## config.mk

```make
export PLATFORM = sky130hd
export DESIGN_NAME = ctrl_seq
export DESIGN_NICKNAME = d
export VERILOG_FILES = /design/src/rtl/ctrl_seq.sv
export SDC_FILE = /design/constraint.sdc
export NUM_CORES = 1
export LEC_CHECK = 0
export ABC_AREA = 1
export CAP_MARGIN = 5
export CORE_MARGIN = 4
export CORE_UTILIZATION = 45
export CTS_BUF_LIST = sky130_fd_sc_hd__clkbuf_2
export DETAILED_ROUTE_END_ITERATION = 8
export PLACE_DENSITY = 0.86
export SLEW_MARGIN = 30
export SYNTH_ARGS = -nofsm -noshare
export SYNTH_HDL_FRONTEND = slang
export SYNTH_SLANG_ARGS = --single-unit
```

## constraint.sdc

```tcl
create_clock -name clk -period 2.85 [get_ports clk]
set_input_delay 0.57 -clock clk [delete_from_list [all_inputs] [get_ports clk]]
set_output_delay 0.57 -clock clk [all_outputs]
set_load 0.02 [all_outputs]
```

## src/rtl/ctrl_seq.sv

```systemverilog
// Microprogram sequencer for the 8-bit CPU: one-hot T1..T6 ring with opcode decode
// into the per-cycle control word, free-run / single-step advance and sticky halt.
module ctrl_seq #(
  parameter logic [3:0] OPC_LDA   = 4'h0,
  parameter logic [3:0] OPC_ADD   = 4'h1,
  parameter logic [3:0] OPC_SUB   = 4'h2,
  parameter logic [3:0] OPC_JMP   = 4'h3,
  parameter logic [3:0] OPC_OUT   = 4'hE,
  parameter logic [3:0] OPC_HLT   = 4'hF,
  parameter bit         EARLY_END = 1'b0
) (
  input  logic       clk,
  input  logic       rst,
  input  logic       run,
  input  logic       step,
  input  logic [3:0] opcode,
  output logic [5:0] t_state,
  output logic       clr,
  output logic       cp,
  output logic       ep,
  output logic       po,
  output logic       lm,
  output logic       ce,
  output logic       li,
  output logic       ei,
  output logic       la,
  output logic       ea,
  output logic       lb,
  output logic       su,
  output logic       eu,
  output logic       lo,
  output logic       hlt
);

  typedef enum logic [5:0] {
    T1 = 6'b000001,
    T2 = 6'b000010,
    T3 = 6'b000100,
    T4 = 6'b001000,
    T5 = 6'b010000,
    T6 = 6'b100000
  } state_t;

  typedef struct packed {
    logic cp, ep, po, lm, ce, li, ei, la, ea, lb, su, eu, lo;
  } ctrl_t;

  state_t state;
  state_t next_state;
  logic   hlt_q;
  logic   step_q;
  logic   adv;
  logic   active;
  logic   last;
  ctrl_t  dec;
  ctrl_t  ctrl;

  // A held step counts once: only the 0->1 transition advances.
  assign adv    = run | (step & ~step_q);
  assign active = adv & rst & ~hlt_q;

  always_comb begin
    dec  = '0;
    last = 1'b0;
    case (state)
      T1: begin
        dec.ep = 1'b1;
        dec.lm = 1'b1;
      end
      T2: dec.cp = 1'b1;
      T3: begin
        dec.ce = 1'b1;
        dec.li = 1'b1;
      end
      T4: begin
        if (opcode == OPC_LDA || opcode == OPC_ADD || opcode == OPC_SUB) begin
          dec.ei = 1'b1;
          dec.lm = 1'b1;
        end else begin
          last = EARLY_END;
          if (opcode == OPC_JMP) begin
            dec.ei = 1'b1;
            dec.po = 1'b1;
          end else if (opcode == OPC_OUT) begin
            dec.ea = 1'b1;
            dec.lo = 1'b1;
          end
        end
      end
      T5: begin
        if (opcode == OPC_LDA) begin
          dec.ce = 1'b1;
          dec.la = 1'b1;
          last   = EARLY_END;
        end else if (opcode == OPC_ADD || opcode == OPC_SUB) begin
          dec.ce = 1'b1;
          dec.lb = 1'b1;
          dec.su = (opcode == OPC_SUB);
        end
      end
      T6: begin
        last = 1'b1;
        if (opcode == OPC_ADD || opcode == OPC_SUB) begin
          dec.eu = 1'b1;
          dec.la = 1'b1;
          dec.su = (opcode == OPC_SUB);
        end
      end
      default: last = 1'b1;
    endcase
  end

  assign next_state = last ? T1 : state_t'({state[4:0], 1'b0});
  assign ctrl       = active ? dec : '0;

  always_ff @(posedge clk) begin
    if (!rst) begin
      state  <= T1;
      hlt_q  <= 1'b0;
      step_q <= 1'b0;
    end else begin
      step_q <= step;
      if (adv && !hlt_q) begin
        if (state == T4 && opcode == OPC_HLT) hlt_q <= 1'b1;
        else                                  state <= next_state;
      end
    end
  end

  assign t_state = hlt_q ? 6'b0 : state;
  assign clr     = ~rst;
  assign hlt     = hlt_q;
  assign cp      = ctrl.cp;
  assign ep      = ctrl.ep;
  assign po      = ctrl.po;
  assign lm      = ctrl.lm;
  assign ce      = ctrl.ce;
  assign li      = ctrl.li;
  assign ei      = ctrl.ei;
  assign la      = ctrl.la;
  assign ea      = ctrl.ea;
  assign lb      = ctrl.lb;
  assign su      = ctrl.su;
  assign eu      = ctrl.eu;
  assign lo      = ctrl.lo;

endmodule
```

==> results of run 1 <==
==> cells in the mapped netlist (all sizes together) <==
cell type,number
o21ai,1
nor2,35
a21oi,4
nand4,2
dfxtp,8
inv,19
nand3b,1
nand3,9
nor3,3
and3,1
buf,1
nand2,29
==> how the worst max path moves through the flow <==
stage / end / slack, ns / cells past startpoint
after floorplan: lo / 0.54 / 7
after global placement: lo / -0.01 / 8
after detailed placement: lo / -0.1 / 8
after CTS: ce / 0.006 / 8
after global routing: la / 0.03 / 8
final: la / 0.19 / 8
==> through the flow <==
step	std cells	hold slack, ns	setup slack (ns)
3_3_place_gp	160	0.546	-0.0102
5_1_grt	163	0.601	0.0312
6_report	163	0.573	0.185
3_5_place_dp	160	0.541	-0.0954
4_1_cts	163	0.560	0.00552
2_1_floorplan	113	0.520	0.540
==> per-layer routing <==
metal / vias to the layer above / global-route usage (%)
met5: - / 0
met4: 0 / 10.5
met3: 7 / 3.56
met2: 52 / 37.0
met1: 354 / 24.0
li1: 419 / -
==> tightest hold or removal path, cell delays in order (launching register included) <==
cell and delay, ns:
dfxtp_1 0.41, a21oi_1 0.09, nand2_1 0.04
==> logic make-up after synthesis <==
logic type      share of synthesized area [%]
flops                                    25.3
simple gates                             58.3
buf+inv                                  12.5
compound gates                           3.95
==> power groups by stage <==
stage | combinational, mW | clock, mW | sequential, mW
floorplan | 0.0722 | 0 | 0.129
global placement | 0.121 | 0 | 0.130
detailed placement | 0.125 | 0 | 0.130
CTS | 0.124 | 0.0712 | 0.127
global route | 0.137 | 0.0754 | 0.128
finish | 0.125 | 0.0734 | 0.128
==> registers in the layout, indices dropped and copies added, names as in the netlist <==
name / flops
hlt: 1
step_q: 1
state: 6
==> layout make-up <==
cell class                      count  area (um^2)  share of cell area [%]
Inverter                           19         71.3                    7.26
Tap cell                           15         18.8                    1.91
Sequential cell                     8          160                    16.3
Timing Repair Buffer               33          320                    32.6
Clock buffer                        3         15.0                    1.53
Multi-Input combinational cell     85          397                    40.4
==> timing repair <==
action | CTS | global route
hold buffers | 0 | 0
cloned | 0 | 0
setup endpoints to repair | 8 | 5
resized for setup | 8 | 6
setup buffers | 0 | 0
==> metrics.csv, run 1 <==
stage,metric,value,unit
run_status,status,"complete, no violations",
yosys,synth_cells,113,
critical_path,r2r_slack,1.59,ns
sta,setup_tns,0,ns
critical_path,crit_type,in2out,
drt,dr.first_iter.drc_count,28,
sta,fin_crit_sh,93.5,%
finish,finalInstanceArea,982,um^2
min_path,worstHoldPathCells,2,
min_path,min_path_type,reg2reg,
cts,h-tree-depth,1,
drt,wl_met3,193,um
global_route,grt_max_degree,11,
sta,finalCriticalPeriod,2.66,ns
sta,drv_slew,0,
power,power.internal,201,uW
power,power_density,332,nW/um^2
sta,fin_skew,0.00734,ns
cts,clk_pin_slew,0.09,ns
global_route,grt_pass1_wl,3210,um
sta,fmaxAchievable,375,MHz
yosys,mappedNetlistArea,633,um^2
cts,clock_latency,0.25,ns
global_route,grt_usage,21.1,%
drt,post_drt_wl_per_cell,12.1,um
drt,drc_errors,0,
power,swShare,38.4,%
cts,cts_root_buf,clkbuf_2,
power,power_frac_comb,38.2,%
yosys,synth_top_area_cell,dfxtp_1,
critical_path,slowest_delay,0.48,ns
job,drv_cap,0,
placement,place_area,962,um^2
power,leakagePower,0.592,nW
drt,viasPerCell,5.10,
die,io_pins,29,
finish,nets,158,
finish,mostFrequentLayoutCells,"nor2_1, nand2_1, clkdlybuf4s50_1",
finish,layout_commonest_cell,nor2_1,
drt,finalWirelength,1980,um
critical_path,cp-start-kind,input pin,
die,start_util,48.1,%
power,peakVddDrop,0.000248,V
cts,clock_sinks,8,
placement,io_buffers,28,
power,power.total,326,uW
placement,hpwlAfterDp,1520,um
placement,globalplace.congestion,0.909,
critical_path,worst-path-max-fanout,4,
global_route,grt_pass1_vias,794,
critical_path,reg2reg_from,hlt,
yosys,synth_top_area_share,25.3,%
drt,vias,832,
critical_path,endpoint_kind,primary output,
critical_path,worstPathCellList,clkdlybuf4s50_1 -> nand2_1 -> nand2_1 -> nand2_1 -> nor2_2 -> nand2_1 -> o21ai_1 -> dlygate4sd2_1,
critical_path,crit_family,buffers and inverters,
critical_path,reg2reg_depth,8,
yosys,syn_nets,121,
finish,nFillCells,117,
drt,top_layer_used,met4,
critical_path,path_common_cell,nand2_1,
yosys,yosysWarningCount,0,
die,num_rows,13,
sta,hold_violations,0,
yosys,synth_seq_cells,8,
critical_path,required,2.28,ns
cts,cts_tree,built,
critical_path,path_buf_inv,2,
global_route,antenna_found_initial,0,
sta,max_slew_margin,78.0,%
power,power_frac_clock,22.5,%
die,die_x,45.5,um
yosys,ys_top_cells_by_area,"dfxtp_1, nor2_1, nand2_1, inv_1, nand3_1",
critical_path,crit_start,step,
critical_path,worst_path_max_delay_cell,clkdlybuf4s50_1,
finish,syn2layout_area_growth,55.1,%
sta,worstMarginPinSlew,0.330,ns
sta,rsz0062_at_grt,no,
power,p_switching,125,uW
drt,firstDrtPassIters,4,
critical_path,cp.arrival,2.09,ns
yosys,syn_area_per_cell,5.60,um^2
drt,drt-met1-wl,803,um
die,dieArea,2070,um^2
critical_path,r2r-end,state[5],
finish,drive_gt1_share,18.9,%
sta,final-setup-viol-count,0,
cts,numCtsBuffers,3,
finish,utilization,74.5,%
yosys,ys_seq_area_share,25.3,%
global_route,grt_overflow,0,
cts,cts_buffer_depth,2,
yosys,synth_cell_types,19,
min_path,hold_end,state[0],
power,p_seq_share,39.2,%
die,die_h,45.5,um
drt,met2_length,937,um
die,core,1320,um^2
finish,diodes,0,
drt,antenna_left,0,
min_path,min-delay-start,state[0],
(Power assumes the default switching activity.)
==> run 2, diff against run 1 <==
Settings changed: CORE_MARGIN 4 to 8.
==> metrics.csv, run 2 (synthesis gave the netlist of run 1 again) <==
stage,metric,value,unit
run_status,status,"complete, no violations",
sta,fin_crit_sh,93.0,%
cts,clock_latency,0.25,ns
power,swShare,38.2,%
critical_path,endpoint_kind,primary output,
sta,hold_violations,0,
critical_path,required,2.28,ns
critical_path,crit_start,step,
drt,wl_met3,250,um
critical_path,worst_path_max_delay_cell,clkdlybuf4s50_1,
global_route,grt_overflow,0,
finish,regMostFlops,state,
drt,drc_errors,0,
power,power_frac_comb,37.9,%
cts,cts_tree,built,
drt,met2_length,867,um
min_path,min_path_type,reg2reg,
global_route,antenna_found_initial,0,
die,dieArea,2860,um^2
sta,rsz0062_at_grt,no,
min_path,min-delay-start,hlt,
global_route,grt_usage,14.3,%
cts,cts_root_buf,clkbuf_2,
power,peakVddDrop,0.000238,V
power,power_density,333,nW/um^2
cts,clock_sinks,8,
critical_path,worst-path-max-fanout,7,
power,p_switching,123,uW
sta,fin_skew,0.000608,ns
drt,firstDrtPassIters,5,
placement,io_buffers,28,
finish,drive_gt1_share,17.7,%
global_route,grt_max_degree,11,
finish,largest_reg_flops,6,
critical_path,path_common_cell,nand2_1,
drt,finalWirelength,1990,um
critical_path,slowest_delay,0.47,ns
power,power.total,322,uW
cts,h-tree-depth,1,
placement,hpwlAfterDp,1600,um
die,die_h,53.5,um
drt,post_drt_wl_per_cell,12.3,um
drt,top_layer_used,met4,
finish,syn2layout_area_growth,53.0,%
cts,holdBufCountCts,0,
cts,clk_pin_slew,0.08,ns
global_route,grt_pass1_vias,718,
critical_path,crit_type,in2out,
critical_path,reg2reg_from,state[0],
finish,nets,157,
finish,diodes,0,
die,core,1300,um^2
sta,drv_slew,0,
sta,final-setup-viol-count,0,
finish,multiInputGateArea,394,um^2
sta,layout_setup_ws,0.200,ns
power,p_seq_share,39.7,%
drt,drt-met1-wl,842,um
die,start_util,48.7,%
finish,layout_commonest_cell,nor2_1,
die,num_rows,13,
sta,finalCriticalPeriod,2.65,ns
sta,worstMarginPinSlew,0.283,ns
power,power.internal,199,uW
critical_path,cp.arrival,2.08,ns
die,io_pins,29,
placement,globalplace.congestion,0.902,
global_route,grt_pass1_wl,3180,um
drt,vias,816,
cts,numCtsBuffers,3,
critical_path,path_buf_inv,3,
sta,fmaxAchievable,377,MHz
critical_path,crit_family,buffers and inverters,
finish,finalInstanceArea,968,um^2
cts,cts_buffer_depth,2,
finish,mostFrequentLayoutCells,"nor2_1, nand2_1, clkdlybuf4s50_1",
finish,nFillCells,110,
job,drv_cap,0,
sta,max_slew_margin,81.1,%
placement,place_ws,-0.127,ns
finish,utilization,74.4,%
drt,antenna_left,0,
placement,place_area,955,um^2
finish,ff_latch_area,160,um^2
die,die_x,53.5,um
sta,setup_tns,0,ns
critical_path,cp-start-kind,input pin,
power,leakagePower,0.574,nW
power,power_frac_clock,22.4,%
critical_path,worstPathCellList,clkdlybuf4s50_1 -> nand2_1 -> nand2_1 -> nand2_1 -> nor2_2 -> inv_2 -> nor3_1 -> dlygate4sd2_1,
finish,final_cells,162,
drt,viasPerCell,5.04,
placement,dp_cells,159,
drt,dr.first_iter.drc_count,22,
sta,hold_slack,0.577,ns
run 2: tightest hold or removal path, cell delays in order (launching register included):
cell and delay (ns):
dfxtp_1 0.40, inv_2 0.09, a21oi_1 0.06
run 2: repair_timing:
action	4_1_cts	5_1_grt
endpoints found under the setup margin	9	4
gates resized for setup	9	4
setup buffers	0	0
run 2: power groups by stage:
stage	Clock (mW)	Sequential [mW]	Combinational [mW]
floorplan	0	0.129	0.0722
global placement	0	0.130	0.120
detailed placement	0	0.130	0.123
CTS	0.0719	0.128	0.122
global route	0.0783	0.129	0.135
finish	0.0723	0.128	0.122
run 2: final timing paths:
path / slack [ns] / end / cells past startpoint
worst max-delay path: 0.20 / ea / 8
worst min register to register: 0.58 / hlt / 2
worst min-delay path: 0.58 / hlt / 2
worst max register to register: 1.67 / state[3] / 8
run 2: metal layers:
layer  up-vias  track usage (%)
met5         -                0
met4         0             6.30
li1        413                -
met3         5             3.92
met2        43             23.6
met1       355             16.9
run 2: cell type report:
cell class,count,share of cell area [%]
multi-input cells,85,40.7
repair buffers,32,31.9
flip-flops and latches,8,16.5
inverters,19,7.36
well taps,15,1.94
clock buffers,3,1.55
==> run 3, diff against run 2 <==
Settings changed: PLACE_DENSITY 0.86 to 0.85, TNS_END_PERCENT set to 10.
==> metrics.csv, run 3 (synthesis gave the netlist of run 1 again) <==
stage,metric,value,unit
critical_path,crit_type,in2out,
finish,regMostFlops,state,
power,leakagePower,0.567,nW
drt,post_drt_wl_per_cell,11.5,um
critical_path,crit_start,step,
critical_path,endpoint,eu,
sta,worstMarginPinSlew,0.291,ns
finish,layout_commonest_cell,nor2_1,
cts,clock_sinks,8,
cts,cts_buffer_depth,2,
placement,globalplace.congestion,0.892,
drt,dr.first_iter.drc_count,18,
critical_path,worst_path_max_delay_cell,clkdlybuf4s50_1,
cts,clock_latency,0.24,ns
critical_path,endpoint_kind,primary output,
critical_path,r2r-end,state[0],
finish,diodes,0,
job,drv_cap,0,
cts,cts_tree,built,
sta,hold_slack,0.579,ns
die,num_rows,13,
critical_path,required,2.28,ns
global_route,grt_pass1_vias,717,
finish,nets,157,
cts,clk_pin_slew,0.08,ns
critical_path,path_common_cell,nand2_1,
global_route,antenna_found_initial,0,
sta,fin_crit_sh,96.0,%
sta,drv_slew,0,
finish,largest_reg_flops,6,
placement,hpwlAfterDp,1520,um
critical_path,reg2reg_from,state[2],
die,start_util,48.7,%
sta,rsz0062_at_grt,no,
drt,viasPerCell,4.81,
finish,mostFrequentLayoutCells,"nor2_1, nand2_1, clkdlybuf4s50_1",
global_route,grt_pass1_wl,2950,um
cts,holdBufCountCts,0,
finish,utilization,74.5,%
sta,finalCriticalPeriod,2.74,ns
finish,drive_gt1_share,17.7,%
sta,hold_violations,0,
critical_path,cp.arrival,2.17,ns
power,peakVddDrop,0.000198,V
global_route,grt_max_degree,11,
die,die_h,53.5,um
finish,syn2layout_area_growth,53.2,%
critical_path,cp-start-kind,input pin,
drt,drc_errors,0,
critical_path,r2r_slack,1.69,ns
sta,fin_skew,0.000621,ns
cts,cts_setup_buffers,0,
drt,finalWirelength,1860,um
min_path,min_path_type,reg2reg,
global_route,grt_overflow,0,
die,io_pins,29,
sta,max_slew_margin,80.6,%
critical_path,worst-path-max-fanout,3,
sta,fmaxAchievable,366,MHz
run_status,status,"complete, no violations",
finish,nFillCells,117,
critical_path,reg2reg_depth,8,
cts,numCtsBuffers,3,
cts,cts_root_buf,clkbuf_2,
die,core,1300,um^2
critical_path,slowest_delay,0.59,ns
critical_path,worstPathCellList,clkdlybuf4s50_1 -> nand2_1 -> nand2_1 -> nand2_1 -> nor2_2 -> nand2_1 -> inv_1 -> clkdlybuf4s50_1,
power,power_density,331,nW/um^2
drt,antenna_left,0,
drt,firstDrtPassIters,4,
die,dieArea,2860,um^2
drt,vias,779,
cts,h-tree-depth,1,
sta,final-setup-viol-count,0,
die,die_x,53.5,um
placement,io_buffers,28,
global_route,grt_usage,13.4,%
==> run 3: cell count changes in the layout (fill, tap and decap cells not counted), sizes merged <==
| cell | previous run | this run |
|---|---|---|
| dlygate4sd2 | 9 | 8 |
| clkdlybuf4s50 | 15 | 16 |
==> run 3: repair_timing <==
action	in CTS	in global routing
gates cloned	0	0
gates resized for setup	8	4
setup endpoints to repair	8	4
==> run 3: metal layers <==
layer  GRT usage [%]  routed length (um)  vias to the layer above
met5               0                   0                        -
li1                -                   -                      417
met1            15.5                 889                      325
met3            3.64                 153                        4
met2            22.5                 799                       33
met4            6.30                  21                        0
==> run 3: through the flow <==
| stage | cells | power [mW] | instance area (um^2) | worst slack [ns] | setup TNS [ns] |
|---|---|---|---|---|---|
| finish | 162 | 0.321 | 970 | 0.115 | 0 |
| global route | 162 | 0.342 | 970 | 0.00587 | 0 |
| CTS | 162 | 0.322 | 960 | 0.00559 | 0 |
| detailed placement | 159 | 0.252 | 955 | -0.111 | -0.416 |
| global placement | 159 | 0.250 | 955 | -0.0463 | -0.103 |
| floorplan | 113 | 0.201 | 633 | 0.540 | 0 |
==> run 3: final cells by class <==
| class | count | area (um^2) | share of cell area [%] |
|---|---|---|---|
| flip-flops and latches | 8 | 160 | 16.5 |
| inverters | 19 | 71.3 | 7.35 |
| clock buffers | 3 | 15.0 | 1.55 |
| repair buffers | 32 | 310 | 32.0 |
| multi-input cells | 85 | 394 | 40.6 |
| well taps | 15 | 18.8 | 1.94 |
==> run 3: worst min-delay path by stage <==
stage / startpoint / end / slack (ns) / cells after the start
2_1_floorplan: state[0] / state[0] / 0.52 / 2
3_3_place_gp: state[0] / state[0] / 0.55 / 2
3_5_place_dp: state[0] / state[0] / 0.56 / 2
4_1_cts: state[0] / state[0] / 0.58 / 2
5_1_grt: hlt / hlt / 0.62 / 2
6_report: hlt / hlt / 0.58 / 2
==> run 3: where the power goes <==
group / leakage, nW / total [mW] / internal [mW] / switching [mW]
Sequential: 0.0659 / 0.128 / 0.120 / 0.00849
Clock: 0.0125 / 0.0714 / 0.0287 / 0.0427
Combinational: 0.489 / 0.121 / 0.0518 / 0.0696
==> run 3: worst max-delay path: cells and delay by family <==
kind / cells / cell delay (ns)
buf+inv: 3 / 1.11
simple gates: 5 / 0.49
